File: src/rtl/ether_pkg.sv
// Ethernet/RMII constants shared by the receive (packet_catcher_9k) and
// transmit (packet_blaster_9k) blocks.
package ether_pkg;

  function automatic logic [31:0] reflect32(input logic [31:0] v);
    logic [31:0] r;
    for (int i = 0; i < 32; i++) r[i] = v[31-i];
    return r;
  endfunction

  localparam logic [1:0]  PREAMBLE_DIBIT = 2'b01;
  localparam logic [1:0]  SFD_DIBIT      = 2'b11;
  localparam logic [31:0] CRC_POLY       = 32'h04C11DB7;
  localparam logic [31:0] CRC_POLY_REFL  = reflect32(CRC_POLY);
  // Residue in normal bit order; the LSB-first shift register holds it reflected.
  localparam logic [31:0] CRC_RESIDUAL   = 32'hC704DD7B;

  localparam logic [10:0] DST_OFF   = 11'd0;
  localparam logic [10:0] SRC_OFF   = 11'd6;
  localparam logic [10:0] TYPE_OFF  = 11'd12;
  localparam logic [10:0] DATA_OFF  = 11'd14;
  localparam logic [10:0] DATA_END  = 11'd16;
  localparam logic [10:0] MAX_BYTES = 11'd1518;
  localparam logic [10:0] MIN_BYTES = 11'd20;

  localparam logic [1:0] ST_IDLE      = 2'd0;
  localparam logic [1:0] ST_PREAMBLE  = 2'd1;
  localparam logic [1:0] ST_BODY      = 2'd2;
  localparam logic [1:0] ST_WAIT_IDLE = 2'd3;

endpackage

File: src/rtl/crc32_dibit.sv
// Reflected CRC-32 advanced two bits per clock; din_i[0] is the earlier bit.
module crc32_dibit
  import ether_pkg::*;
(
  input  logic        clk,
  input  logic        rst,
  input  logic        init_i,
  input  logic        en_i,
  input  logic [1:0]  din_i,
  output logic [31:0] crc_o
);

  logic [31:0] crc_q;
  logic [31:0] crc_d;

  function automatic logic [31:0] crc_bit(input logic [31:0] c, input logic b);
    return (c[0] ^ b) ? ((c >> 1) ^ CRC_POLY_REFL) : (c >> 1);
  endfunction

  always_comb begin
    crc_d = crc_q;
    if (init_i)    crc_d = 32'hFFFF_FFFF;
    else if (en_i) crc_d = crc_bit(crc_bit(crc_q, din_i[0]), din_i[1]);
  end

  always_ff @(posedge clk or posedge rst) begin
    if (rst) crc_q <= 32'h0;
    else     crc_q <= crc_d;
  end

  assign crc_o = crc_q;

endmodule

File: src/rtl/packet_catcher_9k.sv
// RMII receive filter: captures source MAC and first two payload bytes of
// frames addressed to MAC (or broadcast) carrying ETHERTYPE with a good FCS.
module packet_catcher_9k
  import ether_pkg::*;
#(
  parameter logic [47:0] MAC       = 48'h00_00_00_00_00_00,
  parameter logic [15:0] ETHERTYPE = 16'h1234
) (
  input  logic        clk,
  input  logic        rst,
  input  logic        crsdv,
  input  logic [1:0]  rxd,
  output logic [15:0] data,
  output logic [47:0] src_mac,
  output logic        valid,
  output logic        crc_err
);

  logic [1:0]  state_q, state_d;
  logic [1:0]  phase_q;
  logic [10:0] cnt_q;
  logic [5:0]  sr_q;
  logic [47:0] dst_q, src_q, src_mac_q;
  logic [15:0] type_q, dat_q, data_q;
  logic        valid_q, crc_err_q;
  logic [31:0] crc_w;
  logic [7:0]  byte_w;
  logic        crc_init, crc_en, eval, pass, crc_ok;

  crc32_dibit u_crc (
    .clk    (clk),
    .rst    (rst),
    .init_i (crc_init),
    .en_i   (crc_en),
    .din_i  (rxd),
    .crc_o  (crc_w)
  );

  always_comb begin
    byte_w   = {rxd, sr_q};
    crc_init = (state_q == ST_PREAMBLE) && crsdv && (rxd == SFD_DIBIT);
    crc_en   = (state_q == ST_BODY) && crsdv;
    eval     = (state_q == ST_BODY) && !crsdv;
    pass     = (cnt_q >= MIN_BYTES) && (phase_q == 2'd0) &&
               ((dst_q == MAC) || (dst_q == 48'hFFFF_FFFF_FFFF)) &&
               (type_q == ETHERTYPE);
    crc_ok   = (reflect32(crc_w) == CRC_RESIDUAL);

    state_d = state_q;
    case (state_q)
      ST_IDLE:
        if (crsdv) state_d = (rxd == PREAMBLE_DIBIT) ? ST_PREAMBLE : ST_WAIT_IDLE;
      ST_PREAMBLE:
        if (!crsdv)                     state_d = ST_IDLE;
        else if (rxd == SFD_DIBIT)      state_d = ST_BODY;
        else if (rxd != PREAMBLE_DIBIT) state_d = ST_WAIT_IDLE;
      ST_BODY:
        if (!crsdv) state_d = ST_IDLE;
        else if ((phase_q == 2'd3) && (cnt_q == MAX_BYTES - 11'd1)) state_d = ST_WAIT_IDLE;
      default:
        if (!crsdv) state_d = ST_IDLE;
    endcase
  end

  always_ff @(posedge clk or posedge rst) begin
    if (rst) begin
      state_q   <= ST_WAIT_IDLE;
      phase_q   <= 2'd0;
      cnt_q     <= 11'd0;
      sr_q      <= 6'd0;
      dst_q     <= 48'd0;
      src_q     <= 48'd0;
      type_q    <= 16'd0;
      dat_q     <= 16'd0;
      data_q    <= 16'd0;
      src_mac_q <= 48'd0;
      valid_q   <= 1'b0;
      crc_err_q <= 1'b0;
    end else begin
      state_q   <= state_d;
      valid_q   <= eval && pass && crc_ok;
      crc_err_q <= eval && pass && !crc_ok;
      if (eval && pass && crc_ok) begin
        data_q    <= dat_q;
        src_mac_q <= src_q;
      end
      if (crc_init) begin
        phase_q <= 2'd0;
        cnt_q   <= 11'd0;
      end else if (crc_en) begin
        sr_q    <= {rxd, sr_q[5:2]};
        phase_q <= phase_q + 2'd1;
        // Fields shift in MSB-first so the first wire byte lands on top.
        if (phase_q == 2'd3) begin
          cnt_q <= cnt_q + 11'd1;
          if (cnt_q < SRC_OFF)       dst_q  <= {dst_q[39:0], byte_w};
          else if (cnt_q < TYPE_OFF) src_q  <= {src_q[39:0], byte_w};
          else if (cnt_q < DATA_OFF) type_q <= {type_q[7:0], byte_w};
          else if (cnt_q < DATA_END) dat_q  <= {dat_q[7:0], byte_w};
        end
      end
    end
  end

  assign data    = data_q;
  assign src_mac = src_mac_q;
  assign valid   = valid_q;
  assign crc_err = crc_err_q;

endmodule

File: config.mk
export PLATFORM = sky130hd
export DESIGN_NAME = packet_catcher_9k
export DESIGN_NICKNAME = d
export VERILOG_FILES = /design/src/rtl/ether_pkg.sv /design/src/rtl/crc32_dibit.sv /design/src/rtl/packet_catcher_9k.sv
export SDC_FILE = /design/constraint.sdc
export NUM_CORES = 1
export LEC_CHECK = 0
export ABC_AREA = 1
export CAP_MARGIN = 10
export CORE_ASPECT_RATIO = 0.9
export CORE_UTILIZATION = 40
export DETAILED_ROUTE_END_ITERATION = 10
export GPL_TIMING_DRIVEN = 0
export PLACE_DENSITY = 0.69
export SYNTH_ARGS = -nofsm -noshare
export SYNTH_HDL_FRONTEND = slang
export SYNTH_SLANG_ARGS = --single-unit
File: constraint.sdc
create_clock -name clk -period 23.5 [get_ports clk]
set_input_delay 3.525 -clock clk [delete_from_list [all_inputs] [get_ports clk]]
set_output_delay 3.525 -clock clk [all_outputs]
set_load 0.02 [all_outputs]
==> metrics.yaml <==
synthesis:
  synthXorXnorAreaFrac: 0.00663
  synth_edf_count: 0
  synth_flop_cell: "dfrtp_1"
  synth_mux_area_frac: 0
  synth_top_area_share: 0.580
  syn-num-nets: 1237
  ys_seq_area_frac: 0.585
  synth_top_cell_by_area: "dfrtp_1"
  syn_area_per_cell_um2: 8.62
  syn_area_um2: 10600
  synth_warnings: 0
  netlist-cell-type-count: 31
  synth-seq-cells: 247
  netlist_instances: 1227
  synth_top_family_by_area: "simple AND/OR/NAND/NOR gates"
  synthArstFlopShare: 1.00
  synth_adder_area_share: 0.00592
  yosys-top-cells-area: "dfrtp_1 58%, nand2_1 14%, o21ai_0 4.7%"
  synthSimpleGateAreaFrac: 0.252
  synth_compound_area_frac: 0.0789
die:
  die-area_um2: 27100
  initial_core_util: 0.407
  die_w_um: 173
  io_pins: 71
  core_area_um2: 26000
  chipHeight_um: 156
  fp-row-count: 56
status:
  outcome: "completed"
hold_path:
  whs_path_depth: 2
  holdCritStartpoint: "src_mac[27]$_DFFE_PP0P_"
  holdPathEnd: "src_mac[27]$_DFFE_PP0P_"
  worstHoldPathType: "reg -> reg"
cts:
  postCtsSetupBuffers: 0
  path_clk_slew_ps: 60
  hold_buffers: 0
  tritoncts: "yes"
  ctsLongestPathBuffers: 3
  post_cts_resized: 0
  cts_root_buf: "clkbuf_16"
  cts_buffers: 26
  clk_latency_ps: 540
  htree_levels: 1
  cts_sinks: 247
route:
  viasPerCell: 4.96
  vias: 8385
  drt_iter0_drc: 548
  drt-total-wl_mm: 23.7
  detail-route-antenna-nets: 0
  firstDrtPassIters: 5
  drc: 0
  wire_per_inst_um: 14.0
global_routing:
  antenna_found_initial: 0
  grt_overflow_total: 0
  first_global_vias: 8049
  busiest_layer: "met2"
  grtUsageMet3: 0.0224
  grt_pass1_wl_mm: 40.1
  grtUsageMet2: 0.284
  grt_max_degree: 134
  use_met1: 0.259
  track_usage: 0.179
placed_design:
  dp.cells: 1646
  finalWeightedCongestion: 0.842
  hpwl_mm: 15.9
  io_buffer_count: 70
power_and_ir_drop:
  leakage_uw: 0.00602
  cellPowerDensity_nw_per_um2: 87.5
  peakVddDrop_uv: 71.5
sta:
  fin_setup_tns_ps: 0
  min_period_ps: 5350
  worst_pin_slew_ps: 878
  slew_violations: 0
  rsz0062_at_grt: "false"
  finalSetupViolations: 0
  fmax_mhz: 187
  relSlewSlack: 0.410
  hold_viol: 0
  final_min_period_over_clock_period: 0.228
  finalClockSkew_ps: 24.9
worst_setup_path:
  cp.required_ps: 23950
  rrSetupSlack_ps: 21100
  crit_start: "crsdv"
  worst_r2r_path_depth: 8
  endpoint_kind: "flip-flop"
  cp.arrival_ps: 5800
  path_cells: "clkdlybuf4s50_1 -> nand2_1 -> nor3_4 -> inv_1 -> nand2_2 -> clkinv_1 -> buf_2 -> a32oi_1"
  critical_path.slowest_cell: "clkdlybuf4s50_1"
  rr_startpoint: "cnt_q[9]$_DFFE_PP0P_"
  cp-start-kind: "input port"
  crit_type: "in -> reg"
  slowest_delay_ps: 610
  r2r_end: "dst_q[2]$_DFFE_PP0P_"
  critPathMaxFanout: 10
  path_delay_family: "buffers and inverters"
  path_buf_inv: 4
finish:
  n_antenna_cell: 0
  layout-drive-gt1-share: 0.0558
  area_delta_synth_final_pct: 18.8
  nets: 1336
  instances_no_fill: 1691
run:
  cap_violations: 0
==> layout make-up <==
cell class	instances	area, um2
clock inverters	9	87.6
flip-flops and latches	247	6180
inverters	130	495
repair buffers	71	728
multi-input cells	785	3640
fillers	2445	13400
plain buffers	65	268
well taps	348	435
clock buffers	36	728
==> how the worst max path moves through the flow <==
stage,endpoint,cells past startpoint
6_report,u_crc.crc_o[27]$_DFFE_PP0P_,8
5_1_grt,u_crc.crc_o[27]$_DFFE_PP0P_,8
4_1_cts,u_crc.crc_o[30]$_DFFE_PP0P_,8
3_5_place_dp,u_crc.crc_o[30]$_DFFE_PP0P_,8
3_3_place_gp,data[2]$_DFFE_PP0P_,2
2_1_floorplan,cnt_q[0]$_DFFE_PP0P_,1
==> per-layer routing <==
layer | share of wire | routed length [um]
met4 | 0.015 | 362
met5 | 0 | 0
met1 | 0.49 | 11700
met2 | 0.46 | 10900
met3 | 0.033 | 770
==> tightest hold or removal path, delay by kind of cell, from the launching register on <==
family	cells	cell delay, ps
simple gates	2	90
flops	1	340
==> where the power goes <==
part / switching, uW / internal (uW) / leakage, uW
Sequential: 30.1 / 467 / 0.00332
Combinational: 150 / 58.3 / 0.00231
Clock: 167 / 227 / 0.000401
Total: 346 / 752 / 0.00602
==> state kept, by name, indices dropped and copies added, names as in the netlist <==
register and count:
valid 1, dat_q 16, cnt_q 11, data 16, src_q 48, dst_q 48
crc_err 1, src_mac 48, u_crc.crc_o 32, type_q 16, sr_q 6, state_q 2
phase_q 2
==> placed cells by master, fill, tap and decap left out, types with 6 or more instances in the layout <==
cell	Yosys	layout
nand2_1	394	394
dfrtp_1	245	245
inv_1	125	124
o21ai_0	99	99
nor2_1	78	78
nand4_1	77	77
clkdlybuf4s50_1	0	70
nand3_1	53	53
clkbuf_1	36	42
clkbuf_16	0	26
buf_2	19	19
a22oi_1	17	17
nor3_1	12	12
a21oi_1	12	12
buf_1	10	10
a32oi_1	7	7
o22ai_1	6	6
xor2_1	6	6
==> synthesized netlist by cell type (all sizes together), types with 5 or more instances <==
cell type,instances
ha,5
clkbuf,36
nand2,397
buf,29
inv,129
o21ai,104
nor3,15
xor2,6
nand4,77
a21oi,12
dfrtp,245
nand3,54
a22oi,18
a32oi,7
nor2,79
o22ai,6
==> cell families (layout without fill, tap and decap cells) <==
family,Yosys count,count (layout)
buf+inv,195,311
fa+ha+maj,5,5
compound gates,149,149
simple gates,623,623
flops,247,247
xor+xnor,8,8
==> stage by stage <==
stage	cell area (um2)	hold slack, ps	utilization	setup slack [ps]	total power [uW]
4_1_cts	12600	473	0.483	18130	1100
6_report	12600	467	0.483	18150	1100
5_1_grt	12600	481	0.483	17930	1150
3_5_place_dp	11700	458	0.452	17580	711
3_3_place_gp	11700	455	0.451	10100	703
2_1_floorplan	10600	442	-	13190	652
No activity file was read; power rests on OpenSTA's default activity.
